$ cat config.mk
export PLATFORM = sky130hd
export DESIGN_NAME = inv_mixcol_seq
export DESIGN_NICKNAME = d
export VERILOG_FILES = /design/src/rtl/inv_mixcol_seq.sv
export SDC_FILE = /design/constraint.sdc
export NUM_CORES = 1
export LEC_CHECK = 0
export ABC_AREA = 1
export ABC_CLOCK_PERIOD_IN_PS = 17530
export BUFFER_PORTS_ARGS = -buffer_cell sky130_fd_sc_hd__buf_2
export CAP_MARGIN = 20
export CORE_ASPECT_RATIO = 0.5
export CORE_MARGIN = 2
export CORE_UTILIZATION = 53
export CTS_BUF_LIST = sky130_fd_sc_hd__clkbuf_4 sky130_fd_sc_hd__clkbuf_8
export DETAILED_ROUTE_END_ITERATION = 7
export PLACE_DENSITY = 0.8
export REMOVE_ABC_BUFFERS = 1
export SKIP_CTS_REPAIR_TIMING = 1
export SLEW_MARGIN = 20
export SYNTH_ARGS = -nofsm -noshare
export SYNTH_HDL_FRONTEND = slang
export SYNTH_SLANG_ARGS = --single-unit
$ cat constraint.sdc
create_clock -name clk -period 17.53 [get_ports clk]
set_input_delay 1.753 -clock clk [delete_from_list [all_inputs] [get_ports clk]]
set_output_delay 1.753 -clock clk [all_outputs]
set_load 0.005 [all_outputs]
$ cat src/rtl/inv_mixcol_seq.sv
// Iterative AES InvMixColumns engine: COLS_PER_CYCLE columns per cycle, valid/ready on both sides.
// Optional macro INV_MIXCOL_BYPASS_EN adds a per-block bypass (final decryption round).
module inv_mixcol_seq #(
    parameter int unsigned COLS_PER_CYCLE = 1
) (
    input  logic         clk,
    input  logic         rst,
    input  logic         in_valid,
    output logic         in_ready,
    input  logic [127:0] in_data,
    output logic         out_valid,
    input  logic         out_ready,
    output logic [127:0] out_data,
    output logic         busy
`ifdef INV_MIXCOL_BYPASS_EN
    ,
    input  logic         bypass
`endif
);

    localparam int unsigned N_CYC = 4 / COLS_PER_CYCLE;

    typedef enum logic [1:0] {IDLE, RUN, DONE} state_e;

    state_e       state_q, state_d;
    logic [1:0]   cnt_q, cnt_d;
    logic [127:0] st_q, st_d;
    logic [127:0] out_data_q, out_data_d;
    logic         accept;
`ifdef INV_MIXCOL_BYPASS_EN
    logic         byp_q, byp_d;
`endif

    function automatic logic [7:0] xtime(input logic [7:0] b);
        return {b[6:0], 1'b0} ^ (b[7] ? 8'h1b : 8'h00);
    endfunction

    // Multiply by a 4-bit constant via shift-and-xor over its set bits.
    function automatic logic [7:0] gmul(input logic [7:0] a, input logic [3:0] k);
        logic [7:0] p;
        logic [7:0] t;
        p = 8'h00;
        t = a;
        for (int i = 0; i < 4; i++) begin
            if (k[i]) p = p ^ t;
            t = xtime(t);
        end
        return p;
    endfunction

    function automatic logic [31:0] inv_col(input logic [31:0] c);
        logic [7:0]  a [4];
        logic [31:0] r;
        for (int i = 0; i < 4; i++) a[i] = c[8*i +: 8];
        r = '0;
        for (int i = 0; i < 4; i++) begin
            r[8*i +: 8] = gmul(a[i], 4'he) ^ gmul(a[(i+1)%4], 4'hb)
                        ^ gmul(a[(i+2)%4], 4'hd) ^ gmul(a[(i+3)%4], 4'h9);
        end
        return r;
    endfunction

    assign in_ready  = (state_q == IDLE) || ((state_q == DONE) && out_ready);
    assign accept    = in_valid && in_ready;
    assign out_valid = (state_q == DONE);
    assign busy      = (state_q == RUN);
    assign out_data  = out_data_q;

    always_comb begin
        logic [1:0] col;
        state_d    = state_q;
        cnt_d      = cnt_q;
        st_d       = st_q;
        out_data_d = out_data_q;
        col        = 2'd0;
`ifdef INV_MIXCOL_BYPASS_EN
        byp_d      = byp_q;
`endif
        case (state_q)
            RUN: begin
`ifdef INV_MIXCOL_BYPASS_EN
                if (byp_q) begin
                    out_data_d = st_q;
                    state_d    = DONE;
                end else begin
`else
                begin
`endif
                    for (int unsigned l = 0; l < COLS_PER_CYCLE; l++) begin
                        col = 2'(32'(cnt_q) * COLS_PER_CYCLE + l);
                        st_d[{col, 5'd0} +: 32] = inv_col(st_q[{col, 5'd0} +: 32]);
                    end
                    cnt_d = cnt_q + 2'd1;
                    // Last slice: publish the state including this edge's columns.
                    if (cnt_q == 2'(N_CYC - 1)) begin
                        out_data_d = st_d;
                        state_d    = DONE;
                    end
                end
            end
            DONE: begin
                if (out_ready) state_d = IDLE;
            end
            default: ;
        endcase
        if (accept) begin
            st_d    = in_data;
            cnt_d   = 2'd0;
            state_d = RUN;
`ifdef INV_MIXCOL_BYPASS_EN
            byp_d   = bypass;
`endif
        end
    end

    always_ff @(posedge clk or posedge rst) begin
        if (rst) begin
            state_q    <= IDLE;
            cnt_q      <= 2'd0;
            st_q       <= '0;
            out_data_q <= '0;
`ifdef INV_MIXCOL_BYPASS_EN
            byp_q      <= 1'b0;
`endif
        end else begin
            state_q    <= state_d;
            cnt_q      <= cnt_d;
            st_q       <= st_d;
            out_data_q <= out_data_d;
`ifdef INV_MIXCOL_BYPASS_EN
            byp_q      <= byp_d;
`endif
        end
    end

endmodule

==> flow_summary_export.csv <==
group,metric,value,unit
final_layout,drive_above_1_share,0.138,
timing,worst_pin_slew,1.07,ns
floorplanning,pin_count,263,
place,gp_congestion,1.03,
logic_synthesis,synth-seq-cells,260,
logic_synthesis,syn_area,18300,um2
place,place_area,19900,um2
floorplanning,coreArea,34200,um2
cts,clock-root-buffer,"clkbuf_8",
min_path,whs_endpoint,"out_data[49]",
place,numPortBuffers,262,
grt,antenna_found_initial,0,
setup_path,timing.rr.start,"cnt_q[0]",
cts,cts_num_sinks,260,
cts,clk_latency,0.61,ns
floorplanning,die_h,135,um
power,cellPowerDensity,57.4,nW/um2
logic_synthesis,synth_xor_area_frac,0.0616,
setup_path,start_kind,"input pin",
setup_path,reg2reg_depth,11,
min_path,hp-class,"reg -> reg",
final_layout,area_growth,13.3,%
logic_synthesis,synth_top_family_by_area,"simple AND/OR/NAND/NOR gates",
logic_synthesis,synth_flop_cell,"dfrtp_1",
logic_synthesis,yosysUniqueCellTypes,37,
power,ir_drop,44.4,uV
min_path,holdPathStages,2,
timing,timing.fmax,194,MHz
floorplanning,start_util,0.534,
logic_synthesis,synth_compound_area_frac,0.0663,
setup_path,crit_path_end_kind,"flop",
routing,antenna_left,0,
grt,grt_max_degree,135,
timing,setup-tns-final,0,ns
logic_synthesis,async_flop_share,1.00,
cts,cts_tree,"done",
grt,gr-total-overflow,0,
routing,drtPass1Iterations,6,
logic_synthesis,syn_avg_cell_area,6.34,um2
logic_synthesis,ys_warn_count,0,
min_path,hp-start,"out_data[49]",
final_layout,fillers,3288,
floorplanning,die_x,267,um
routing,wl_per_cell,19.6,um
timing,rsz0062_at_grt,"no",
timing,finClkSkew,0.0268,ns
logic_synthesis,synth.mux.area_fraction,0,
routing,avgViaCountPerCell,5.67,
logic_synthesis,synth_seq_area_share,0.356,
timing,slew_violations,0,
power,total_power,1190,uW
timing,slew_headroom,0.283,
setup_path,crit_arrival,5.67,ns
setup_path,r2r-end,"out_data[84]",
logic_synthesis,synth_top_area_frac,0.356,
setup_path,crit_family,"buffers and inverters",
final_layout,antenna_cells,0,
final_layout,fin_nets,3232,
cts,clock_path_buffers,3,
run_status,status,"finished, final reports clean",
timing,finalSetupViolCount,0,
cts,cts_buffers,42,
setup_path,critical_path_class,"in -> reg",
cts,htree_levels,2,
grt,grt_usage,0.383,
place,dp.cells,3495,
timing,hold_viol,0,
grt,grt_pass1_vias,18300,
timing,period_share,0.293,
timing,hold_ws,0.473,ns
place,dpl.hpwl,50200,um
routing,drt-total-wl,69900,um
routing,via_count,20200,
setup_path,critPathRequiredTime,18.06,ns
floorplanning,die-area,36100,um2
cts,path_clk_slew,0.06,ns
logic_synthesis,yosys.area.top_type,"dfrtp_1",
final_layout,fin_area,20700,um2
job,maxCapViolCount,0,
routing,drc,0,
setup_path,worstPathMaxFanout,76,
logic_synthesis,synth-edff-count,0,
power,leakage,0.0120,uW
logic_synthesis,synth_fa_ha_area_frac,0.00684,
logic_synthesis,postSynthCellCount,2886,
setup_path,path_cells,"buf_2, a21o_1, nand2_1, inv_4, nor2_4, buf_4, clkinv_1, buf_4, o21ai_0, inv_1, nand2_1",
setup_path,slowest_delay,1.16,ns
setup_path,cp_slowest_cell,"clkinv_1",
floorplanning,rows,48,
routing,drt_iter0_drc,2741,
final_layout,stdcell_count,3567,
logic_synthesis,yosys-top-cells-area,"dfrtp_1, nand2_1, nand3_1, inv_1, xor2_1",
setup_path,rrSetupSlack,12.92,ns
timing,post-route-min-period,5.14,ns
logic_synthesis,yosys.area_share.simple,0.430,
grt,grt_pass1_wl,106000,um
setup_path,critPathBufInv,6,
## sequential cells by signal, summed over array words and instances, names as in the netlist
name and cells:
out_data 128, cnt_q 2, st_q 128, state_q 2
## worst max-delay path by stage
stage | start | to | slack [ns] | cells after the start
2_1_floorplan | rst | cnt_q[0] | 8.62 | 1
3_3_place_gp | out_ready | st_q[111] | 12.16 | 11
3_5_place_dp | out_ready | st_q[126] | 12.04 | 11
4_1_cts | out_ready | st_q[47] | 12.58 | 11
5_1_grt | out_ready | st_q[47] | 12.33 | 11
6_report | out_ready | st_q[47] | 12.39 | 11
## placed cells by master, fill, tap and decap left out, types with 9 or more instances in the layout
master       n
nand2_1   1530
nor2_1      40
o21ai_1     50
nand2_2     36
xnor2_1     42
ha_1         9
buf_2      262
clkbuf_8    47
xor2_1      73
inv_1      216
o211ai_1    14
buf_4       25
a31oi_1     19
o21ai_0     57
a22o_1      40
dfrtp_1    258
inv_2       12
nand3_1    256
clkbuf_4    15
nand4_1     50
## synth_stat cells, drive strengths merged, types with 2 or more instances
master	count
xor2	74
a22oi	2
o21ai	107
nand3b	8
xnor2	47
nor2	45
a21o	2
inv	232
clkbuf	80
buf	49
nand4	50
nand3	256
a22o	40
nand2	1568
a31oi	19
dfrtp	260
o22ai	6
o211ai	14
or2	6
clkinv	4
o21bai	4
ha	10
## where the power goes
group,internal [uW],switching (uW),leakage [uW],total [uW]
logic,10.8,18.1,0.00828,28.9
registers,600,0,0.00333,600
clock network,292,268,0.000446,560
## logic make-up after synthesis
kind of cell,Yosys count
DFF,260
AOI/OAI and AO/OA,195
buffers and inverters,365
xor gates and xnor gates,121
adders and majority gates,10
and+or+nand+nor,1935
## layer usage
metal | track usage | routed length, um | vias up | part of all wire
met3 | 0.0876 | 8300 | 153 | 0.12
met2 | 0.545 | 28200 | 1148 | 0.40
li1 | - | - | 9435 | -
met4 | 0.100 | 1740 | 0 | 0.025
met1 | 0.581 | 31700 | 9479 | 0.45
met5 | 0 | 0 | - | 0
## tightest hold or removal path: stages (launching register included)
cell,delay [ns]
dfrtp_1,0.33
nand2_1,0.05
nand2_1,0.06
## layout make-up
cell class	instances	area (um2)	share of cell area
Timing Repair Buffer	289	1550	0.0746
Clock inverter	9	82.6	0.00398
Inverter	236	901	0.0435
Sequential cell	260	6510	0.314
Tap cell	450	563	0.0272
Clock buffer	62	759	0.0366
Multi-Input combinational cell	2261	10400	0.500
## through the flow
step	utilization	worst slack, ns
2_1_floorplan	-	8.62
3_3_place_gp	0.580	12.16
3_5_place_dp	0.580	12.04
4_1_cts	0.605	12.58
5_1_grt	0.606	12.33
6_report	0.606	12.39
(Power assumes the default switching activity.)
